$ cat src/rtl/knight_uart_pkg.sv
// knight_uart_pkg: shared constants and state types for the command UART link.
//   RESP_DONE / RESP_TRMT : response codes sent back to the host
//   rx_state_t  : receive bit-engine states
//   asm_state_t : two-byte command assembly states
//   tx_state_t  : response serialiser states
package knight_uart_pkg;

  localparam logic [7:0] RESP_DONE = 8'hA5;
  localparam logic [7:0] RESP_TRMT = 8'h5A;

  typedef enum logic [1:0] {RX_IDLE, RX_START, RX_DATA, RX_STOP} rx_state_t;
  typedef enum logic       {ASM_WAIT_HI, ASM_WAIT_LO}             asm_state_t;
  typedef enum logic [1:0] {TX_IDLE, TX_START, TX_DATA, TX_STOP} tx_state_t;

endpackage

$ cat src/rtl/uart_rx_core.sv
// uart_rx_core: 8N1 receiver bit engine.
//   clk, rst  : clock, async active-high reset
//   RX        : raw serial input (idle high, asynchronous)
//   rx_byte   : last shifted byte (valid while rx_valid is high)
//   rx_valid  : pulse, byte received with good stop bit
//   rx_start  : pulse, start bit confirmed at mid-bit
//   rx_ferr   : pulse, stop bit read 0, byte discarded
module uart_rx_core
  import knight_uart_pkg::*;
#(
  parameter int BAUD_DIV = 5208
) (
  input  logic       clk,
  input  logic       rst,
  input  logic       RX,
  output logic [7:0] rx_byte,
  output logic       rx_valid,
  output logic       rx_start,
  output logic       rx_ferr
);

  localparam int CW = $clog2(BAUD_DIV);

  logic            rx_s1, rx_s2, rx_s3;
  rx_state_t       st;
  logic [CW-1:0]   cnt;
  logic [2:0]      bit_cnt;
  logic [7:0]      shreg;
  logic            half_tick, full_tick, fall;

  assign half_tick = (cnt == CW'(BAUD_DIV/2 - 1));
  assign full_tick = (cnt == CW'(BAUD_DIV - 1));
  // rx_s3 only serves edge detection; it is a delayed copy of the synced line
  assign fall      = rx_s3 & ~rx_s2;

  assign rx_byte  = shreg;
  assign rx_start = (st == RX_START) && half_tick && !rx_s2;
  assign rx_valid = (st == RX_STOP)  && full_tick &&  rx_s2;
  assign rx_ferr  = (st == RX_STOP)  && full_tick && !rx_s2;

  always_ff @(posedge clk or posedge rst) begin
    if (rst) begin
      rx_s1 <= 1'b1;
      rx_s2 <= 1'b1;
      rx_s3 <= 1'b1;
    end else begin
      rx_s1 <= RX;
      rx_s2 <= rx_s1;
      rx_s3 <= rx_s2;
    end
  end

  always_ff @(posedge clk or posedge rst) begin
    if (rst) begin
      st      <= RX_IDLE;
      cnt     <= '0;
      bit_cnt <= '0;
      shreg   <= '0;
    end else begin
      case (st)
        RX_IDLE: begin
          cnt <= '0;
          if (fall) st <= RX_START;
        end
        RX_START: begin
          if (half_tick) begin
            cnt     <= '0;
            bit_cnt <= '0;
            // line back high at mid start bit: a glitch, not a frame
            st      <= rx_s2 ? RX_IDLE : RX_DATA;
          end else begin
            cnt <= cnt + CW'(1);
          end
        end
        RX_DATA: begin
          if (full_tick) begin
            cnt     <= '0;
            shreg   <= {rx_s2, shreg[7:1]};
            bit_cnt <= bit_cnt + 3'd1;
            if (bit_cnt == 3'd7) st <= RX_STOP;
          end else begin
            cnt <= cnt + CW'(1);
          end
        end
        RX_STOP: begin
          if (full_tick) begin
            cnt <= '0;
            st  <= RX_IDLE;
          end else begin
            cnt <= cnt + CW'(1);
          end
        end
        default: st <= RX_IDLE;
      endcase
    end
  end

endmodule

$ cat src/rtl/cmd_uart_responder.sv
// cmd_uart_responder: device end of the host command link.
//   clk, rst    : clock, async active-high reset
//   RX / TX     : serial in / out, both idle high
//   cmd         : last complete command {high, low}
//   cmd_rdy     : level, unconsumed cmd present
//   clr_cmd_rdy : consume strobe
//   resp        : response byte, latched on send_resp
//   send_resp   : transmit request (ignored while busy)
//   resp_sent   : pulse on last cycle of the stop bit
//   tx_busy     : response frame in progress
module cmd_uart_responder
  import knight_uart_pkg::*;
#(
  parameter int BAUD_DIV     = 5208,
  parameter int BYTE_TIMEOUT = 1_000_000
) (
  input  logic        clk,
  input  logic        rst,
  input  logic        RX,
  output logic        TX,
  output logic [15:0] cmd,
  output logic        cmd_rdy,
  input  logic        clr_cmd_rdy,
  input  logic [7:0]  resp,
  input  logic        send_resp,
  output logic        resp_sent,
  output logic        tx_busy
);

  localparam int CW   = $clog2(BAUD_DIV);
  localparam int TO_W = $clog2(BYTE_TIMEOUT + 1);

  logic [7:0] rx_byte;
  logic       rx_valid, rx_start, rx_ferr;

  uart_rx_core #(.BAUD_DIV(BAUD_DIV)) u_rx (
    .clk      (clk),
    .rst      (rst),
    .RX       (RX),
    .rx_byte  (rx_byte),
    .rx_valid (rx_valid),
    .rx_start (rx_start),
    .rx_ferr  (rx_ferr)
  );

  // ---------------- command assembly ----------------
  asm_state_t      asm_st;
  logic [7:0]      hi_reg;
  logic [TO_W-1:0] to_cnt;
  logic            lo_started;  // low byte start seen: timeout no longer applies

  always_ff @(posedge clk or posedge rst) begin
    if (rst) begin
      asm_st     <= ASM_WAIT_HI;
      hi_reg     <= '0;
      cmd        <= '0;
      to_cnt     <= '0;
      lo_started <= 1'b0;
    end else begin
      case (asm_st)
        ASM_WAIT_HI: begin
          if (rx_valid) begin
            hi_reg     <= rx_byte;
            to_cnt     <= '0;
            lo_started <= 1'b0;
            asm_st     <= ASM_WAIT_LO;
          end
        end
        ASM_WAIT_LO: begin
          if (to_cnt != TO_W'(BYTE_TIMEOUT)) to_cnt <= to_cnt + TO_W'(1);
          if (rx_valid) begin
            cmd    <= {hi_reg, rx_byte};
            asm_st <= ASM_WAIT_HI;
          end else if (rx_ferr) begin
            asm_st <= ASM_WAIT_HI;
          end else if (rx_start) begin
            lo_started <= 1'b1;
          end else if (!lo_started && to_cnt == TO_W'(BYTE_TIMEOUT)) begin
            hi_reg <= '0;
            asm_st <= ASM_WAIT_HI;
          end
        end
        default: asm_st <= ASM_WAIT_HI;
      endcase
    end
  end

  // set beats clear; a new high byte start withdraws the stale command
  always_ff @(posedge clk or posedge rst) begin
    if (rst)
      cmd_rdy <= 1'b0;
    else if (asm_st == ASM_WAIT_LO && rx_valid)
      cmd_rdy <= 1'b1;
    else if (clr_cmd_rdy || (asm_st == ASM_WAIT_HI && rx_start))
      cmd_rdy <= 1'b0;
  end

  // ---------------- response serialiser ----------------
  tx_state_t     tx_st;
  logic [CW-1:0] tx_cnt;
  logic [2:0]    tx_bit;
  logic [7:0]    tx_sh;
  logic          tx_tick;

  assign tx_tick   = (tx_cnt == CW'(BAUD_DIV - 1));
  assign resp_sent = (tx_st == TX_STOP) && tx_tick;
  assign tx_busy   = (tx_st != TX_IDLE);

  always_ff @(posedge clk or posedge rst) begin
    if (rst) begin
      tx_st  <= TX_IDLE;
      tx_cnt <= '0;
      tx_bit <= '0;
      tx_sh  <= '0;
      TX     <= 1'b1;
    end else begin
      case (tx_st)
        TX_IDLE: begin
          tx_cnt <= '0;
          if (send_resp) begin
            tx_sh <= resp;
            TX    <= 1'b0;
            tx_st <= TX_START;
          end
        end
        TX_START: begin
          if (tx_tick) begin
            tx_cnt <= '0;
            tx_bit <= '0;
            TX     <= tx_sh[0];
            tx_sh  <= tx_sh >> 1;
            tx_st  <= TX_DATA;
          end else begin
            tx_cnt <= tx_cnt + CW'(1);
          end
        end
        TX_DATA: begin
          if (tx_tick) begin
            tx_cnt <= '0;
            if (tx_bit == 3'd7) begin
              TX    <= 1'b1;
              tx_st <= TX_STOP;
            end else begin
              TX     <= tx_sh[0];
              tx_sh  <= tx_sh >> 1;
              tx_bit <= tx_bit + 3'd1;
            end
          end else begin
            tx_cnt <= tx_cnt + CW'(1);
          end
        end
        TX_STOP: begin
          if (tx_tick) begin
            tx_cnt <= '0;
            tx_st  <= TX_IDLE;
          end else begin
            tx_cnt <= tx_cnt + CW'(1);
          end
        end
        default: tx_st <= TX_IDLE;
      endcase
    end
  end

endmodule

$ cat config.mk
export PLATFORM = sky130hd
export DESIGN_NAME = cmd_uart_responder
export DESIGN_NICKNAME = d
export VERILOG_FILES = /design/src/rtl/knight_uart_pkg.sv /design/src/rtl/uart_rx_core.sv /design/src/rtl/cmd_uart_responder.sv
export SDC_FILE = /design/constraint.sdc
export NUM_CORES = 1
export LEC_CHECK = 0
export BUFFER_PORTS_ARGS = -buffer_cell sky130_fd_sc_hd__buf_2
export CORE_MARGIN = 2
export CORE_UTILIZATION = 60
export DETAILED_ROUTE_END_ITERATION = 10
export PLACE_DENSITY = 0.86
export SYNTH_ARGS = -nofsm -noshare
export SYNTH_HDL_FRONTEND = slang
export SYNTH_SLANG_ARGS = --single-unit
$ cat constraint.sdc
create_clock -name clk -period 4.26 [get_ports clk]
set_clock_uncertainty 0.2 [all_clocks]
set_input_delay 1.065 -clock clk [delete_from_list [all_inputs] [get_ports clk]]
set_output_delay 1.065 -clock clk [all_outputs]
set_load 0.03 [all_outputs]
# ---- Word level (Yosys, flattened, before mapping)
# Index checks and enable logic that the tools add are counted.
dict set report classes {
  addsub 5
  n_mul 0
  div_mod_pow 0
  magnitude_cmp 0
  eq_ne 31
  shift 0
  mux 57
  bitwise 3
  reduce_logical 32
}
# op count
set ops {}
lappend ops {{8-bit two-way mux} 9}
lappend ops {{20-bit two-way mux} 2}
lappend ops {{20-bit one-hot mux with 2 select lines} 1}
lappend ops {{13-bit two-way mux} 3}
lappend ops {{13-bit one-hot mux with 3 select lines} 1}
lappend ops {{13-bit by 1-bit adder with 13-bit output, second input constant} 2}
lappend ops {{13-bit == test, second input constant} 2}
lappend ops {{13-bit one-hot mux with 2 select lines} 1}
lappend ops {{8-bit one-hot mux with 3 select lines} 1}
lappend ops {{2-bit two-way mux} 11}
lappend ops {{2-bit != test, second input constant} 11}
lappend ops {{20-bit by 1-bit adder with 20-bit output, second input constant} 1}
lappend ops {{20-bit == test, second input constant} 1}
lappend ops {{20-bit != test, second input constant} 1}
lappend ops {{5-bit AND reduction} 4}
lappend ops {{2-bit one-hot mux with 4 select lines} 2}
lappend ops {{8-bit one-hot mux with 2 select lines} 1}
lappend ops {{1-bit two-way mux} 15}
lappend ops {{3-bit two-way mux} 5}
lappend ops {{2-bit by 1-bit != test with 1-bit output, second input constant} 7}
lappend ops {{13-bit by 12-bit == test with 1-bit output, second input constant} 1}
lappend ops {{3-bit one-hot mux with 2 select lines} 2}
lappend ops {{4-bit AND reduction} 3}
lappend ops {{1-bit logical AND} 9}
lappend ops {{other kinds (17)} 32}
dict set report totals {
  reg_bits 103
  latch_bits 0
  mem_bits_rw 0
  romBits 0
  input_bits 13
  output_inout_bits 20
  memories 0
}

# ---- Longest topological paths before layout
dict set report depth {
  ltp_word 7
  ltp_mapped 12
  mapped_depth_nobuf 10
}

# ---- By module
# Synthesis repeated with hierarchy kept, for this count alone.
dict set report unflattened {
  cells_unflattened 469
  hier_area_um2 5019.8
}
# mod instances cells_each area_each_um2
set modules_own_cells {}
lappend modules_own_cells {cmd_uart_responder 1 351 3611.0}
lappend modules_own_cells {uart_rx_core 1 118 1408.9}

# ---- Worst setup path after synthesis
# No wires, ideal clock.
dict set report synth_timing {
  kind {register to output}
  from {reg tx_cnt[7]}
  to {out resp_sent}
  arrival_ns 1.966
  required_ns 2.995
  setup_slack_ns 1.029
  path_stages_with_launch 3
  path_buffers 0
  path_cell_list {dfrtp_1 or4b_4 nor4_1}
}
dict set report synth_between {
  elab_chain_cells 2
}
# item line_no
set synth_lines {}
lappend synth_lines {{from (decl)} cmd_uart_responder.sv:100} ;# logic [CW-1:0] tx_cnt;
lappend synth_lines {{from (signal assigned)} cmd_uart_responder.sv:134} ;# tx_cnt <= tx_cnt + CW'(1);
lappend synth_lines {{from (signal assigned)} cmd_uart_responder.sv:149} ;# tx_cnt <= tx_cnt + CW'(1);
lappend synth_lines {{from (signal assigned)} cmd_uart_responder.sv:157} ;# tx_cnt <= tx_cnt + CW'(1);
lappend synth_lines {{13-bit == test} cmd_uart_responder.sv:105} ;# assign tx_tick = (tx_cnt == CW'(BAUD_DIV - 1));
lappend synth_lines {{1-bit logical AND} cmd_uart_responder.sv:106} ;# assign resp_sent = (tx_st == TX_STOP) && tx_tick;
lappend synth_lines {{to (decl)} cmd_uart_responder.sv:26} ;# output logic resp_sent,
# Every way passes these cells.

# ---- Worst setup path in the final report
dict set report layout_timing {
  from {reg u_rx.cnt[0]}
  to {reg hi_reg[0]}
}
dict set report layout_between {
  elab_chain_cells 5
  elab_cells_between_ends 12
}
# item line_no
set layout_lines {}
lappend layout_lines {{from (decl)} uart_rx_core.sv:26} ;# logic [CW-1:0] cnt;
lappend layout_lines {{from (signal assigned)} uart_rx_core.sv:72} ;# cnt <= cnt + CW'(1);
lappend layout_lines {{from (signal assigned)} uart_rx_core.sv:82} ;# cnt <= cnt + CW'(1);
lappend layout_lines {{from (signal assigned)} uart_rx_core.sv:90} ;# cnt <= cnt + CW'(1);
lappend layout_lines {{13-bit == test or 13-bit by 12-bit == test with 1-bit output (tied branches)} {uart_rx_core.sv:32, uart_rx_core.sv:31}}
lappend layout_lines {{1-bit logical AND, on equally long branches} {uart_rx_core.sv:38, uart_rx_core.sv:39, uart_rx_core.sv:37}}
lappend layout_lines {{1-bit logical AND, on equally long branches} {uart_rx_core.sv:39, uart_rx_core.sv:37, uart_rx_core.sv:38}}
lappend layout_lines {{2-bit != test (no line)} -}
lappend layout_lines {{5-bit AND reduction (no line) (*)} -}
lappend layout_lines {{to (signal assigned)} cmd_uart_responder.sv:63} ;# hi_reg <= rx_byte;
lappend layout_lines {{to (decl)} cmd_uart_responder.sv:48} ;# logic [7:0] hi_reg;
# Mark *: on every way between the ends. The rest lies on a longest branch, timed or not.
# A chain may end at the register's enable or synchronous reset.

==> impl_metrics.tcl <==
set metrics [dict create \
    status "completed" \
    preCtsSetupSlack_ns 0.864 \
    final.hold.worst_slack_ns 0.161 \
    post_drt_via_cell_ratio 6.01 \
    unrepaired_setup_endpoints_after_global_routing "no" \
    leakage_nw 2.63 \
    portion_of_the_post_synthesis_area_used_by_sequential_elements 0.490 \
    worst_pin_slew_ns 1.06 \
    cts_tree "yes" \
    grt_first_pass_wirelength_um 18100 \
    grt_overflow 0 \
    vertical_die_dimension_um 97.7 \
    fill_cells 638 \
    ir_worst_vdd_v 0.000202 \
    grt_start_max_net_pins 59 \
    core.rowCount 34 \
    synth-compound-area-share 0.0873 \
    timing.max_slew.rel_slack 0.288 \
    post-route-period-util 0.832 \
    port_buffers 32 \
    ant_nets 0 \
    nNetsFinal 543 \
    antennaDiodeCount 0 \
    drc_errors 0 \
    cts_post_setup_buffers_inserted 0 \
    cts.htree.levels 3 \
    ys.flop_type "dfrtp_1" \
    max_ffs_per_register 20 \
    numCtsBuffers 9 \
    area_growth_syn_to_layout_pct 8.00 \
    mappedNetlistArea_um2 5270 \
    regArea_um2 2580 \
    finalWorstSetupSlack_ns 0.715 \
    worst_hold_path_type "reg2reg" \
    post_synth_and_or_nand_nor_area_fraction 0.190 \
    fmax_mhz 282 \
    floorplan.initialDensity 0.610 \
    synthAdderAreaFrac 0.0356 \
    wirelength_um 10300 \
    ioPinCount 33 \
    core-area_um2 8640 \
    synth_seq_cells 103 \
    critical_path.endpoint_type "flop" \
    synthesis.instances 491 \
    report.final.setup_viol 0 \
    critPathLaunchType "flop" \
    synthTopCellsByCount "99 x dfrtp_1, 49 x nor2_1, 41 x mux2_2" \
    cts_sinks 103 \
    worstSetupPathType "reg2reg" \
    timing.critical_path.arrival_ns 3.58 \
    syn_nets 519 \
    finalCoreUtilization 0.659 \
    detailroute.via_count 3773 \
    synth.area.top_cells "dfrtp_1 47%, mux2_2 8.8%, xnor2_1 3.7%" \
    syn-mean-instance-area_um2 10.7 \
    detailedRoute.firstIterationViolations 308 \
    clock_latency_ns 0.38 \
    multi_input_comb_area_um2 2520 \
    yosys.cell_count.top_type "dfrtp_1" \
    finalHoldViolations 0 \
    clkSlewWorstSetupHoldPaths_ns 0.11 \
    synthesis.yosys.warnings 0 \
    ys_async_sr_fraction 1.00 \
    pre_repair_dr_iteration_count 4 \
    synth_edf_count 0 \
    die_span_x_um 97.7 \
    postCtsHoldBufs 0 \
    path_max_fanout 17 \
    max_cap_violations 0 \
    setup_total_negative_slack_ns 0 \
    gp_congestion 0.835 \
    clk_root_buffer_cell "clkbuf_8" \
    post_drt_wl_per_cell_um 16.3 \
    post_cts.resized_instances 0 \
    synthDominantCellAreaShare 0.470 \
    synth_top_area_cell "dfrtp_1" \
    synth_xor_xnor_area_share 0.0532 \
    dp_hpwl_um 6940 \
    final.min_clock_period_ns 3.55 \
    worst_ep_required_ns 4.30 \
    layout-drive-gt1-share 0.215 \
    cts-root-to-sink-buffers 2 \
    first_global_vias 3924 \
    gr-usage-all-layers 0.228 \
    main_combinational_cell_family_by_area_after_synthesis "simple AND/OR/NAND/NOR gates" \
    antenna_found_initial 0 \
    fp.dieArea_um2 9550 \
    synth_cell_type_count 53 \
    report.final.slew_viol_count 0 \
    power-per-cell-area_nw_per_um2 312 \
    synthMuxAreaShare 0.113 \
    largest_register "to_cnt" \
    reg.largest.list "to_cnt (20), cmd (16)" \
]
-- critical path: stages (launching register included) --
cell,delay (ns)
dfrtp_1,0.42
ha_1,0.33
nor4b_1,0.53
nand2_1,0.15
nor3_1,0.20
and2_1,0.16
ha_1,0.41
buf_4,0.32
or2_2,0.25
o21ai_0,0.16
a21oi_1,0.18
a21oi_1,0.09
-- power by group --
group	internal [mW]	switching [mW]	leakage, nW
registers	1.01	0.0632	1.39
clock network	0.221	0.356	0.0930
logic	0.0543	0.0707	1.14
total	1.29	0.490	2.63
-- logic make-up after synthesis --
kind of cell	count (synthesis)
and+or+nand+nor	179
DFF	103
AOI/OAI and AO/OA	65
muxes	53
buffers and inverters	44
xor gates and xnor gates	32
adders and majority gates	15
-- per-layer routing --
metal | part of all wire | track usage | vias to the layer above
li1 | - | - | 1804
met1 | 0.45 | 0.303 | 1858
met2 | 0.49 | 0.371 | 89
met3 | 0.044 | 0.0573 | 22
met4 | 0.018 | 0.0759 | 0
met5 | 0 | 0 | -
-- path summary, 6_finish.rpt --
check	slack [ns]	startpoint	to	cells after the start
setup / recovery	0.71	u_rx.cnt[0]	hi_reg[0]	11
hold / removal	0.16	u_rx.rx_s1	u_rx.rx_s2	0
setup reg to reg	0.71	u_rx.cnt[0]	hi_reg[0]	11
hold reg to reg	0.16	u_rx.rx_s1	u_rx.rx_s2	0
max in group asynchronous	2.44	rst	tx_cnt[4]	3
min in group asynchronous	0.61	rst	tx_cnt[9]	2
-- cells in the final DEF, fill, tap and decap left out, drive strengths merged, types with 2 or more instances in the layout --
cell    instances
o21bai          3
dfrtp          99
nand2          23
ha             15
nand2b          2
a22o            2
or4             2
and4b           2
or2             5
clkinv          4
nor3           11
clkbuf          9
xnor2          22
o21ai          27
a21oi          15
nor3b           4
dfstp           4
nand3          18
o41a            7
nor4bb          2
nand4          15
and2            2
mux2i          11
mux2           41
buf            36
nor4b          10
and4            4
nor2b           6
o211ai          2
xor2           10
inv            23
and3            6
nor4           11
nor2           50
-- stage by stage --
| step | std cells | total power [mW] | cell area (um2) |
|---|---|---|---|
| global placement | 612 | 1.21 | 5510 |
| CTS | 628 | 1.79 | 5690 |
| global route | 628 | 1.85 | 5690 |
| floorplan | 491 | 1.18 | 5270 |
| detailed placement | 612 | 1.22 | 5510 |
| finish | 628 | 1.78 | 5690 |
-- final cells by class --
| class | instances | share of cell area |
|---|---|---|
| Sequential cell | 103 | 0.454 |
| Timing Repair Buffer | 36 | 0.0334 |
| Tap cell | 108 | 0.0237 |
| Clock buffer | 9 | 0.0218 |
| Clock inverter | 7 | 0.0101 |
| Inverter | 21 | 0.0143 |
| Multi-Input combinational cell | 344 | 0.443 |
No activity file was read; power rests on OpenSTA's default activity.
